<file path="src/rtl/arm7tdmi_exception_ctrl.sv">
// ARM7TDMI exception entry sequencer.
// Picks the highest-priority unmasked exception, then runs a fixed
// SAVE (SPSR/LR write) -> JUMP (CPSR write, PC load) sequence while
// holding the core stalled and the pipeline flushed.
module arm7tdmi_exception_ctrl #(
  parameter logic [31:0] VECTOR_BASE = 32'h0000_0000
) (
  input  logic        clk,
  input  logic        rst_n,
  input  logic        data_abort,
  input  logic        fiq_req,
  input  logic        irq_req,
  input  logic        prefetch_abort,
  input  logic        undef_instr,
  input  logic        swi_instr,
  input  logic        exec_valid,
  input  logic [31:0] exec_pc,
  input  logic [31:0] cpsr_in,
  output logic        busy,
  output logic        flush,
  output logic        spsr_we,
  output logic [31:0] spsr_value,
  output logic        lr_we,
  output logic [31:0] lr_value,
  output logic        cpsr_we,
  output logic [31:0] cpsr_value,
  output logic [4:0]  new_mode,
  output logic        pc_load,
  output logic [31:0] pc_vector,
  output logic [6:0]  exc_ack
);

  // One-hot cause encoding, bit order {reset, dabt, fiq, irq, pabt, und, swi}
  localparam logic [6:0] C_RESET = 7'b1000000;
  localparam logic [6:0] C_DABT  = 7'b0100000;
  localparam logic [6:0] C_FIQ   = 7'b0010000;
  localparam logic [6:0] C_IRQ   = 7'b0001000;
  localparam logic [6:0] C_PABT  = 7'b0000100;
  localparam logic [6:0] C_UND   = 7'b0000010;
  localparam logic [6:0] C_SWI   = 7'b0000001;

  localparam logic [4:0] M_SVC = 5'b10011;
  localparam logic [4:0] M_ABT = 5'b10111;
  localparam logic [4:0] M_FIQ = 5'b10001;
  localparam logic [4:0] M_IRQ = 5'b10010;
  localparam logic [4:0] M_UND = 5'b11011;

  typedef enum logic [1:0] {
    S_RST  = 2'd0,
    S_IDLE = 2'd1,
    S_SAVE = 2'd2,
    S_JUMP = 2'd3
  } state_t;

  state_t      state_q, state_d;
  logic [6:0]  cause_q, cause_d;
  logic [31:0] pc_q,    pc_d;
  logic [31:0] cpsr_q,  cpsr_d;

  logic [6:0]  req_sel;
  logic [31:0] vec_off;
  logic [31:0] lr_off;
  logic        new_f;

  // Priority select of unmasked requests; sync sources need a valid execute slot
  always_comb begin
    req_sel = 7'b0;
    if (data_abort)                          req_sel = C_DABT;
    else if (fiq_req && !cpsr_in[6])         req_sel = C_FIQ;
    else if (irq_req && !cpsr_in[7])         req_sel = C_IRQ;
    else if (exec_valid && prefetch_abort)   req_sel = C_PABT;
    else if (exec_valid && undef_instr)      req_sel = C_UND;
    else if (exec_valid && swi_instr)        req_sel = C_SWI;
  end

  // Next-state logic; cause/pc/cpsr are only captured on IDLE acceptance
  always_comb begin
    state_d = state_q;
    cause_d = cause_q;
    pc_d    = pc_q;
    cpsr_d  = cpsr_q;
    unique case (state_q)
      S_RST: begin
        state_d = S_JUMP;
        cause_d = C_RESET;
      end
      S_IDLE: begin
        if (req_sel != 7'b0) begin
          state_d = S_SAVE;
          cause_d = req_sel;
          pc_d    = exec_pc;
          cpsr_d  = cpsr_in;
        end
      end
      S_SAVE:  state_d = S_JUMP;
      S_JUMP:  state_d = S_IDLE;
      default: state_d = S_RST;
    endcase
  end

  // State and latched-context registers; reset parks on the reset vector
  always_ff @(posedge clk or negedge rst_n) begin
    if (!rst_n) begin
      state_q <= S_RST;
      cause_q <= C_RESET;
      pc_q    <= 32'h0;
      cpsr_q  <= 32'h0;
    end else begin
      state_q <= state_d;
      cause_q <= cause_d;
      pc_q    <= pc_d;
      cpsr_q  <= cpsr_d;
    end
  end

  // Vector offset, target mode, F-bit policy and LR offset per latched cause
  always_comb begin
    vec_off  = 32'h00;
    new_mode = M_SVC;
    new_f    = cpsr_q[6];
    lr_off   = 32'd4;
    unique case (cause_q)
      C_RESET: begin vec_off = 32'h00; new_mode = M_SVC; new_f = 1'b1; end
      C_DABT:  begin vec_off = 32'h10; new_mode = M_ABT; lr_off = 32'd8; end
      C_FIQ:   begin vec_off = 32'h1C; new_mode = M_FIQ; new_f = 1'b1; end
      C_IRQ:   begin vec_off = 32'h18; new_mode = M_IRQ; end
      C_PABT:  begin vec_off = 32'h0C; new_mode = M_ABT; end
      C_UND: begin
        vec_off  = 32'h04;
        new_mode = M_UND;
        lr_off   = cpsr_q[5] ? 32'd2 : 32'd4;
      end
      C_SWI: begin
        vec_off  = 32'h08;
        new_mode = M_SVC;
        lr_off   = cpsr_q[5] ? 32'd2 : 32'd4;
      end
      default: begin vec_off = 32'h00; new_mode = M_SVC; end
    endcase
  end

  // Data outputs; reset entry forces a clean SVC/ARM/masked CPSR
  always_comb begin
    spsr_value = cpsr_q;
    lr_value   = pc_q + lr_off;
    pc_vector  = VECTOR_BASE + vec_off;
    if (cause_q == C_RESET)
      cpsr_value = 32'h0000_00D3;
    else
      cpsr_value = {cpsr_q[31:8], 1'b1, new_f, 1'b0, new_mode};
  end

  // Strobes decode straight from state so an async reset drops them at once
  always_comb begin
    busy    = (state_q != S_IDLE);
    flush   = (state_q != S_IDLE);
    spsr_we = (state_q == S_SAVE);
    lr_we   = (state_q == S_SAVE);
    cpsr_we = (state_q == S_JUMP);
    pc_load = (state_q == S_JUMP);
    exc_ack = (state_q == S_JUMP) ? cause_q : 7'b0;
  end

endmodule

</file>
<file path="config.mk">
export PLATFORM = sky130hd
export DESIGN_NAME = arm7tdmi_exception_ctrl
export DESIGN_NICKNAME = d
export VERILOG_FILES = /design/src/rtl/arm7tdmi_exception_ctrl.sv
export SDC_FILE = /design/constraint.sdc
export NUM_CORES = 1
export LEC_CHECK = 0
export ABC_AREA = 1
export BUFFER_PORTS_ARGS = -buffer_cell sky130_fd_sc_hd__buf_4
export CAP_MARGIN = 10
export CORE_UTILIZATION = 32
export DETAILED_ROUTE_END_ITERATION = 10
export PLACE_DENSITY = 0.58
export SYNTH_ARGS = -nofsm -noshare
export SYNTH_HDL_FRONTEND = slang
export SYNTH_SLANG_ARGS = --single-unit
</file>
<file path="constraint.sdc">
create_clock -name clk -period 3.5 [get_ports clk]
set_input_delay 0.525 -clock clk [delete_from_list [all_inputs] [get_ports clk]]
set_output_delay 0.525 -clock clk [all_outputs]
set_load 0.005 [all_outputs]
</file>
* Yosys cells after proc, flatten, opt, wreduce, memory -nomap -nowiden
Cells that the tools add are included.
** Storage, ports and cells
- Register bits :: 73
** Cells by class
- Add/subtract/negate cells :: 1
- Equality and inequality tests :: 12
- Reductions and logical operators :: 15
- Muxes and demuxes :: 17
** Operators with widths (count)
- $add A32 B32 Y32 :: 1
- $mux W32 :: 1
- $pmux W5 S6 :: 1
- $mux W7 :: 3
- $pmux W4 S4 :: 1
- $pmux W7 S2 :: 1
- $pmux W4 S2 :: 1
- $eq A7 B1 Y1 const B :: 1
- $eq A7 B2 Y1 const B :: 1
- $eq A7 B3 Y1 const B :: 1
- $eq A7 B4 Y1 const B :: 1
- $eq A7 B5 Y1 const B :: 1
- $eq A7 B6 Y1 const B :: 1
- $eq A7 B7 Y1 const B :: 1
- $reduce_bool A7 Y1 :: 1
- $mux W3 :: 2
- $pmux W2 S3 :: 1
- $reduce_or A2 Y1 :: 3
- $logic_and A1 B1 Y1 :: 5
- $mux W5 :: 1
- $eq A2 B2 Y1 const B :: 2
- $mux W2 :: 2
- $mux W4 :: 1
- $reduce_and A2 Y1 :: 2
- other kinds (7) :: 9

* Longest topological paths before layout
Gate-level depths: netlist of the first run.
- Depth in word-level cells :: 10
- Depth in mapped cells :: 15

* Worst setup path before layout of the first run
No wires, ideal clock.
- Path type :: reg2out
- Start point :: reg cause_q[4]
- End point :: out lr_value[15]
- Buffers on the path :: 0
- Data required time :: 2975 ps
- Setup slack :: 855 ps
- Data arrival time :: 2120 ps
- Cell stages (with the launch flop) :: 11
- Cells stage by stage :: dfrtp_1 nor3_2 nand3_1 a21boi_2 ha_1 fa_1 nand3_1 nand2_2 nand2_4 nor2_2 xor2_1
** Between the ends
- Word-level cells in the longest chain between the ends :: 4
** RTL lines
- from (decl) :: line 56 : logic [6:0] cause_q, cause_d;
- from (signal assigned) :: line 110 : cause_q <= cause_d;
- $eq A7 B1 Y1 or $eq A7 B2 Y1 (tied branches) :: line 122 : unique case (cause_q)
- $reduce_or A2 Y1 (no line)
- $pmux W4 S2 (*) :: line 122
- $add A32 B32 Y32 (*) :: line 145 : lr_value = pc_q + lr_off;
- to (decl) :: line 24 : output logic [31:0] lr_value,
Every way passes the cells marked *; elsewhere a longest branch is shown, timed or not.

* Worst setup path in the final report of the first run
- Start point :: reg cause_q[5]
- End point :: out lr_value[15]
The elaborated chain is that of the path after synthesis.

==> impl_metrics.env, run 1 <==
export IMPL_status="finished, final reports clean"
export IMPL_ys_seq_area_frac=0.386
export IMPL_synth_avg_cell_area_sq_um=7.01
export IMPL_routed_wirelength_um=13900
export IMPL_synth_top_area_cell="dfrtp_1"
export IMPL_core_sq_um=14500
export IMPL_yosysWarnings=0
export IMPL_final_antenna_net_count=0
export IMPL_place_area_sq_um=6020
export IMPL_synth_seq_cells=73
export IMPL_dieArea_sq_um=15300
export IMPL_grt_pass1_vias=4453
export IMPL_dr_total_vias=4647
export IMPL_diodes=0
export IMPL_hpwl_um=10200
export IMPL_ir_drop_uv=353
export IMPL_via_per_inst=4.50
export IMPL_critPathSlowestCell="dfrtp_1"
export IMPL_layout_drive_gt1_share=0.278
export IMPL_critPathRequiredTime_ps=2970
export IMPL_path_cells="nor3_4 > nand3_1 > a21boi_2 > ha_2 > fa_2 > nand3_1 > nand2_4 > nand2_4 > nor2_4 > xor2_1 > buf_4"
export IMPL_area_delta_synth_final_pct=34.2
export IMPL_drt_pass1_iter_count=6
export IMPL_setup_worst_path_end_class="output pin"
export IMPL_dp_slack_ps=311
export IMPL_grt_pass1_wl_um=21900
export IMPL_synthTopCellsByArea="dfrtp_1 (38%), nand2_1 (20%), nand3_1 (8.8%), buf_4 (6.7%), nor2_1 (6.1%)"
export IMPL_die_h_um=124
export IMPL_layout_common_cells="nand2_1 (251), buf_4 (188), nand3_1 (82)"
export IMPL_hold_path_class="input pin to async pin"
export IMPL_crit_fanout=6
export IMPL_tightest_slew_ps=949
export IMPL_grt_max_degree=74
export IMPL_dr_first_iter_drc_count=199
export IMPL_io_pins=219
export IMPL_layout_commonest_cell="nand2_1"
export IMPL_period_share=0.954
export IMPL_clock_root_buffer="clkbuf_16"
export IMPL_power_density_nw_per_um2=883
export IMPL_final_setup_viol_count=0
export IMPL_slew_headroom=0.367
export IMPL_cts_tree="done"
export IMPL_synthDominantCellAreaShare=0.380
export IMPL_hold_viol_final=0
export IMPL_clock_sinks=73
export IMPL_holdBufCountCts=0
export IMPL_cts_max_path_buffers=2
export IMPL_leakagePower_uw=0.00350
export IMPL_syn_inst=676
export IMPL_fin_ws_ps=161
export IMPL_final_design_area_no_fill_sq_um=6350
export IMPL_antenna_found_initial=0
export IMPL_maxCapViolCount=0
export IMPL_clk_pin_slew_ps=50
export IMPL_cts_buffers=9
export IMPL_drc_errors=0
export IMPL_fin_skew_ps=3.54
export IMPL_routabilityCongestion=0.869
export IMPL_nNetsFinal=922
export IMPL_initial_core_util=0.327
export IMPL_worst_ep_arrival_time_ps=2810
export IMPL_startpoint_type="flip-flop"
export IMPL_clock_fmax_ghz=0.300
export IMPL_slew_violations=0
export IMPL_rows=44
export IMPL_critPathKind="flip-flop to output pin"
export IMPL_max_stage_delay_ps=430
export IMPL_grt_util_all_layers=0.190
export IMPL_clock_latency_ps=340
export IMPL_synthesis_area_sq_um=4740
export IMPL_fin_crit_ps=3340
export IMPL_synthDistinctLibCells=28
export IMPL_crit_family="simple AND/OR/NAND/NOR gates"
export IMPL_die_width_um=124
export IMPL_port_buffers=185
export IMPL_wl_per_cell_um=13.5
export IMPL_cts_htree_levels=3
export IMPL_grt_overflow_total=0
export IMPL_cp_num_buf_inv=1
synth_stat cells, drive strengths merged:
cell type and count:
buf 61, dfrtp 72, xor2 8, fa 1, nor2 88, a21oi 1, nand3 84, inv 58
nor3 2, conb 2, ha 3, nand4 11, nand2 261, xnor2 6, nand3b 11, o21ai 3
dfstp 1, a21boi 1, nor3b 2
routing by layer:
metal  wire length [um]  global-route usage  vias up
met5                  0                   0        -
met4                244              0.0572        0
met3               1090              0.0618       17
met2               6590               0.316      168
met1               6010               0.234     2093
li1                   -                   -     2369
path summary, 6_finish.rpt:
check | startpoint | end | depth (start not counted) | slack, ps
min in group clk | exec_pc[15] | pc_q[15]$_DFFE_PN0P_ | 3 | 410
worst max-delay path | cause_q[5]$_DFFE_PN0P_ | lr_value[15] | 11 | 160
worst max register to register | state_q[0]$_DFFE_PN0P_ | pc_q[19]$_DFFE_PN0P_ | 5 | 1520
worst min-delay path | rst_n | pc_q[9]$_DFFE_PN0P_ | 1 | 300
max in group asynchronous | rst_n | pc_q[21]$_DFFE_PN0P_ | 1 | 2550
worst min register to register | spsr_value[3]$_DFFE_PN0P_ | spsr_value[3]$_DFFE_PN0P_ | 2 | 480
worst reg2reg max path: cells and delay by family (launching register included):
kind | cells | cell delay (ps)
simple gates | 4 | 1400
flops | 1 | 400
buf+inv | 1 | 70
where the power goes:
group | internal (uW) | total (uW) | switching, uW
clock | 584 | 936 | 351
combinational | 1430 | 2960 | 1540
sequential | 1250 | 1710 | 454
final cells by class:
cell class / instances / area [sq um]
repair buffers: 188 / 1410
fillers: 1537 / 8130
clock buffers: 12 / 256
inverters: 58 / 218
well taps: 184 / 230
clock inverters: 3 / 40.0
multi-input cells: 515 / 2370
flip-flops and latches: 73 / 1830
state kept, by name, summed over array words and instances, names as in the netlist:
signal / flops
pc_q: 32
state_q: 2
cause_q: 7
spsr_value: 32
through the flow:
| stage | hold WS (ps) | total power, uW | util | std cells | setup TNS [ps] |
|---|---|---|---|---|---|
| CTS | 382 | 5660 | 0.437 | 1032 | 0 |
| detailed placement | 464 | 4680 | 0.416 | 1017 | 0 |
| finish | 304 | 5610 | 0.439 | 1033 | 0 |
| global placement | 457 | 4670 | 0.416 | 1017 | 0 |
| global route | 397 | 6130 | 0.439 | 1033 | -29.9 |
| floorplan | 229 | 3260 | - | 707 | 0 |
logic make-up (layout without fill, tap and decap cells):
group / count (synthesis) / count (layout) / share of synthesized area
compound gates: 5 / 5 / 0.00660
other cells: 2 / 33 / 0.00159
flops: 73 / 73 / 0.386
xor+xnor: 14 / 14 / 0.0259
simple gates: 459 / 459 / 0.423
fa+ha+maj: 4 / 4 / 0.0122
buf+inv: 119 / 261 / 0.145
what timing repair did:
action | in CTS | in global routing
endpoints found under the setup margin | 2 | 8
pin swaps | 0 | 1
gates resized for setup | 2 | 5
setup buffers | 0 | 1
Power figures use the tool's default switching activity.
==> inputs of run 2 (changes only) <==
--- a/config.mk
+++ b/config.mk
@@ -9,8 +9,8 @@
 export BUFFER_PORTS_ARGS = -buffer_cell sky130_fd_sc_hd__buf_4
 export CAP_MARGIN = 10
 export CORE_UTILIZATION = 32
+export CTS_CLUSTER_DIAMETER = 100
 export DETAILED_ROUTE_END_ITERATION = 10
-export PLACE_DENSITY = 0.58
 export SYNTH_ARGS = -nofsm -noshare
 export SYNTH_HDL_FRONTEND = slang
 export SYNTH_SLANG_ARGS = --single-unit
==> impl_metrics.env, run 2 (same netlist as run 1, synthesis figures left out) <==
export IMPL_status="finished, final reports clean"
export IMPL_combPwrFrac=0.521
export IMPL_setup_worst_path_end_class="output pin"
export IMPL_tns_ps=0
export IMPL_grt_pass1_vias=4242
export IMPL_port_buffers=185
export IMPL_dr_total_vias=4667
export IMPL_period_share=0.936
export IMPL_worstSetupStartpoint="cause_q[3]$_DFFE_PN0P_"
export IMPL_clock_fmax_ghz=0.305
export IMPL_cts_tree="done"
export IMPL_routabilityCongestion=0.877
export IMPL_holdBufCountCts=0
export IMPL_clock_sinks=73
export IMPL_startpoint_type="flip-flop"
export IMPL_layout_common_cells="nand2_1 (251), buf_4 (189), nand3_1 (82)"
export IMPL_reg2regPathDepth=6
export IMPL_fillers=1527
export IMPL_wl_per_cell_um=13.6
export IMPL_ir_drop_uv=581
export IMPL_clock_latency_ps=340
export IMPL_crit_family="simple AND/OR/NAND/NOR gates"
export IMPL_critPathKind="flip-flop to output pin"
export IMPL_die_width_um=124
export IMPL_cp_num_cells=14
export IMPL_final_design_area_no_fill_sq_um=6420
export IMPL_placedCellCount=1019
export IMPL_grt_max_degree=74
export IMPL_critPathSlowestCell="dfrtp_1"
export IMPL_power_density_nw_per_um2=893
export IMPL_hold_slack_ps=320
export IMPL_r2r_slack_ps=1800
export IMPL_maxCapViolCount=0
export IMPL_worst_ep_arrival_time_ps=2750
export IMPL_clock_root_buffer="clkbuf_16"
export IMPL_grt_pass1_wl_um=21800
export IMPL_dieArea_sq_um=15300
export IMPL_crit_end="lr_value[14]"
export IMPL_p_int_uw=3370
export IMPL_switching_share=0.412
export IMPL_slew_violations=0
export IMPL_initial_core_util=0.327
export IMPL_critPathRequiredTime_ps=2970
export IMPL_antenna_found_initial=1
export IMPL_layout_drive_gt1_share=0.282
export IMPL_diodes=0
export IMPL_area_delta_synth_final_pct=35.5
export IMPL_drc_errors=0
export IMPL_dp_slack_ps=316
export IMPL_crit_fanout=6
export IMPL_place_area_sq_um=6050
export IMPL_die_h_um=124
export IMPL_fin_crit_ps=3280
export IMPL_grt_setup_unrepaired="false"
export IMPL_slew_headroom=0.371
export IMPL_fin_skew_ps=3.93
export IMPL_path_cells="nor2_1 > nand2_1 > inv_2 > nand4_1 > inv_1 > nor2_1 > ha_1 > nand2_1 > nor2_1 > nand2_1 > nand2_2 > nand2_1 > xnor2_1 > buf_4"
export IMPL_io_pins=219
export IMPL_hpwl_um=10400
export IMPL_layout_commonest_cell="nand2_1"
export IMPL_worst_r2r_endpoint="spsr_value[27]$_DFFE_PN0P_"
export IMPL_seqCellArea_sq_um=1830
export IMPL_drt_pass1_iter_count=4
export IMPL_routed_wirelength_um=14100
export IMPL_leakagePower_uw=0.00353
export IMPL_grt_util_all_layers=0.189
export IMPL_nNetsFinal=924
export IMPL_via_per_inst=4.50
export IMPL_hold_path_class="input pin to async pin"
export IMPL_finalNonFillerCells=1036
export IMPL_cts_buffers=9
export IMPL_p_switching_uw=2360
export IMPL_crit_top_cell="nand2_1"
export IMPL_core_sq_um=14500
export IMPL_clk_pin_slew_ps=50
export IMPL_power_frac_clock=0.178
export IMPL_multi_input_area_sq_um=2370
export IMPL_cts_max_path_buffers=2
export IMPL_cp_num_buf_inv=3
export IMPL_final_antenna_net_count=0
export IMPL_dr_first_iter_drc_count=215
export IMPL_rows=44
export IMPL_r2r_start="state_q[0]$_DFFE_PN0P_"
export IMPL_final_setup_viol_count=0
export IMPL_hold_viol_final=0
export IMPL_cts_htree_levels=3
export IMPL_tightest_slew_ps=943
export IMPL_grt_overflow_total=0
export IMPL_max_stage_delay_ps=410
export IMPL_fin_ws_ps=224
export IMPL_pwr_share_seq=0.301
==> run 2: cell count changes in the layout (fill, tap and decap cells not counted) <==
cell / previous run / this run
clkinvlp_4: 0 / 1
bufinv_16: 1 / 2
a21oi_1: 0 / 1
buf_12: 0 / 1
xor2_1: 8 / 7
clkbuf_1: 1 / 0
xor2_2: 0 / 1
buf_4: 188 / 189
a21oi_2: 1 / 0
==> run 2: layout make-up <==
cell class,count,area share
Clock buffer,11,0.0394
Clock inverter,5,0.0121
Inverter,58,0.0339
Multi-Input combinational cell,515,0.370
Sequential cell,73,0.285
Tap cell,184,0.0359
Timing Repair Buffer,190,0.224
==> run 2: power groups by stage <==
stage / logic [uW] / registers, uW / clock network, uW
final: 2980 / 1730 / 1020
after global routing: 3360 / 1790 / 1090
after CTS: 3000 / 1720 / 1050
after detailed placement: 2990 / 1720 / 0
after global placement: 2960 / 1720 / 0
after floorplan: 1670 / 1590 / 0
==> run 2: worst min-delay path by stage <==
| stage | from | endpoint | slack, ps | cells past startpoint |
|---|---|---|---|---|
| final | rst_n | spsr_value[10]$_DFFE_PN0P_ | 320 | 1 |
| after global routing | rst_n | spsr_value[10]$_DFFE_PN0P_ | 410 | 1 |
| after CTS | rst_n | spsr_value[10]$_DFFE_PN0P_ | 380 | 1 |
| after detailed placement | spsr_value[4]$_DFFE_PN0P_ | spsr_value[4]$_DFFE_PN0P_ | 460 | 2 |
| after global placement | spsr_value[0]$_DFFE_PN0P_ | spsr_value[0]$_DFFE_PN0P_ | 460 | 2 |
| after floorplan | rst_n | cause_q[0]$_DFFE_PN0P_ | 230 | 0 |
==> run 2: per-stage QoR <==
step	total power (uW)	utilization
finish	5730	0.443
global route	6240	0.443
CTS	5780	0.441
detailed placement	4720	0.418
global placement	4680	0.418
floorplan	3260	-
==> run 2: per-layer routing <==
| layer | share of wire | global-route usage | wire, um |
|---|---|---|---|
| met3 | 0.073 | 0.0453 | 1020 |
| met4 | 0.014 | 0.0678 | 195 |
| met2 | 0.48 | 0.312 | 6720 |
| met5 | 0.0012 | 0 | 17 |
| met1 | 0.43 | 0.240 | 6120 |
==> run 2: repair_timing <==
item                       4_1_cts  5_1_grt
resized for setup                1        6
gates cloned                     0        0
buffers inserted                 0        1
hold endpoints to repair         0        0
pin swaps                        0        1
setup endpoints to repair        1        8
==> run 2: worst register-to-register path, stage by stage (launching register included) <==
cell and delay [ps]:
dfrtp_1 390, inv_2 70, nor2_4 350, nand2_4 330, buf_12 300, nand2_1 110, nand2_1 50
==> inputs of run 3 (changes only) <==
--- a/config.mk
+++ b/config.mk
@@ -8,9 +8,11 @@
 export ABC_AREA = 1
 export BUFFER_PORTS_ARGS = -buffer_cell sky130_fd_sc_hd__buf_4
 export CAP_MARGIN = 10
+export CORE_ASPECT_RATIO = 0.75
 export CORE_UTILIZATION = 32
 export CTS_CLUSTER_DIAMETER = 100
 export DETAILED_ROUTE_END_ITERATION = 10
+export RECOVER_POWER = 25
 export SYNTH_ARGS = -nofsm -noshare
 export SYNTH_HDL_FRONTEND = slang
 export SYNTH_SLANG_ARGS = --single-unit
==> impl_metrics.env, run 3 (same netlist as run 1, synthesis figures left out) <==
export IMPL_clock_sinks=73
export IMPL_fillers=1498
export IMPL_dr_first_iter_drc_count=243
export IMPL_grt_pass1_vias=4197
export IMPL_via_per_inst=4.40
export IMPL_rows=38
export IMPL_period_share=0.944
export IMPL_ir_drop_uv=678
export IMPL_worstHoldPathCells=3
export IMPL_dieArea_sq_um=15300
export IMPL_final_antenna_net_count=0
export IMPL_antenna_found_initial=0
export IMPL_fin_skew_ps=6.59
export IMPL_cts_max_path_buffers=2
export IMPL_leakagePower_uw=0.00354
export IMPL_cts_tree="done"
export IMPL_reg2regPathDepth=6
export IMPL_grt_setup_unrepaired="true"
export IMPL_nNetsFinal=921
export IMPL_failed_checks="capacitance limit, slew limit"
export IMPL_io_pins=219
export IMPL_status="finished with violations"
export IMPL_place_area_sq_um=6040
export IMPL_final_setup_viol_count=0
export IMPL_multi_input_area_sq_um=2380
export IMPL_holdBufCountCts=0
export IMPL_die_h_um=107
export IMPL_crit_fanout=6
export IMPL_cts_buffers=9
export IMPL_final_util=0.447
export IMPL_drt_pass1_iter_count=4
export IMPL_grt_util_all_layers=0.189
export IMPL_power_density_nw_per_um2=911
export IMPL_die_width_um=142
export IMPL_routed_wirelength_um=14200
export IMPL_hold_path_class="input pin to flip-flop"
export IMPL_port_buffers=185
export IMPL_grt_overflow_total=0
export IMPL_clk_pin_slew_ps=60
export IMPL_grt_pass1_wl_um=22100
export IMPL_area_delta_synth_final_pct=36.4
export IMPL_diodes=0
export IMPL_cts_htree_levels=3
export IMPL_grt_max_degree=74
export IMPL_critPathRequiredTime_ps=2970
export IMPL_routabilityCongestion=0.894
export IMPL_hold_slack_ps=417
export IMPL_worst_ep_arrival_time_ps=2780
export IMPL_startpoint_type="flip-flop"
export IMPL_clock_root_buffer="clkbuf_16"
export IMPL_wl_per_cell_um=13.6
export IMPL_drc_errors=0
export IMPL_fin_crit_ps=3300
export IMPL_setup_worst_path_end_class="output pin"
export IMPL_layout_drive_gt1_share=0.280
export IMPL_clock_fmax_ghz=0.303
export IMPL_core_sq_um=14500
export IMPL_cts_setup_buffers=0
export IMPL_final_design_area_no_fill_sq_um=6460
export IMPL_critPathKind="flip-flop to output pin"
export IMPL_initial_core_util=0.328
export IMPL_slew_headroom=-0.259
export IMPL_hold_viol_final=0
export IMPL_hpwl_um=10200
export IMPL_slew_violations=74
export IMPL_layout_common_cells="nand2_1 (251), buf_4 (186), nand3_1 (82)"
export IMPL_seqCellArea_sq_um=1830
export IMPL_tightest_slew_ps=1890
export IMPL_maxCapViolCount=1
export IMPL_clock_latency_ps=330
export IMPL_dr_total_vias=4620
export IMPL_layout_commonest_cell="nand2_1"
[run 3: worst paths after layout]
| check | from | end | slack [ps] |
|---|---|---|---|
| worst max-delay path | cause_q[4]$_DFFE_PN0P_ | lr_value[15] | 200 |
| worst max register to register | state_q[0]$_DFFE_PN0P_ | cause_q[5]$_DFFE_PN0P_ | 1850 |
| worst min register to register | spsr_value[7]$_DFFE_PN0P_ | spsr_value[7]$_DFFE_PN0P_ | 470 |
| min in group asynchronous | rst_n | pc_q[0]$_DFFE_PN0P_ | 690 |
| max in group asynchronous | rst_n | spsr_value[27]$_DFFE_PN0P_ | 1650 |
| worst min-delay path | cpsr_in[11] | spsr_value[11]$_DFFE_PN0P_ | 420 |
[run 3: final cells by class]
class / instances / area share
multi-input combinational: 515 / 0.369
sequential: 73 / 0.283
timing repair buffer: 187 / 0.217
clock buffer: 11 / 0.0391
tap: 200 / 0.0387
inverter: 58 / 0.0337
clock inverter: 5 / 0.0194
[run 3: per-stage QoR]
stage               setup WS [ps]  power, uW  setup TNS (ps)  cells
detailed placement            333       4700               0   1033
global placement              443       4670               0   1033
CTS                          2.27       5900               0   1049
finish                        197       5890               0   1049
global route                -56.5       6370           -78.9   1049
floorplan                     855       3260               0    707
[run 3: what timing repair did]
action	CTS	global route
gates resized for setup	1	8
endpoints found under the setup margin	2	18
pin swaps	0	1
[run 3: report_power, final]
part	switching (uW)	total [uW]	internal, uW	leakage (uW)
combinational	1560	2990	1430	0.00245
sequential	477	1730	1250	0.000899
clock	359	1170	807	0.000186
total	2400	5890	3490	0.00354
[run 3: worst max-delay path: stages (launching register included)]
cell and delay [ps]:
dfrtp_1 450, nor3_4 290, nand3_2 170, a21boi_4 270, ha_4 200, fa_2 250, nand3_1 130, nand2_4 150
nand2_4 80, nor2_2 140, xor2_1 180, buf_4 140
[run 3: per-layer routing]
metal | part of all wire | GRT usage | vias to the layer above
met3 | 0.070 | 0.0560 | 7
met2 | 0.45 | 0.291 | 163
met4 | 0.0049 | 0.0323 | 0
met1 | 0.48 | 0.262 | 2090
met5 | 0 | 0 | -
li1 | - | - | 2360
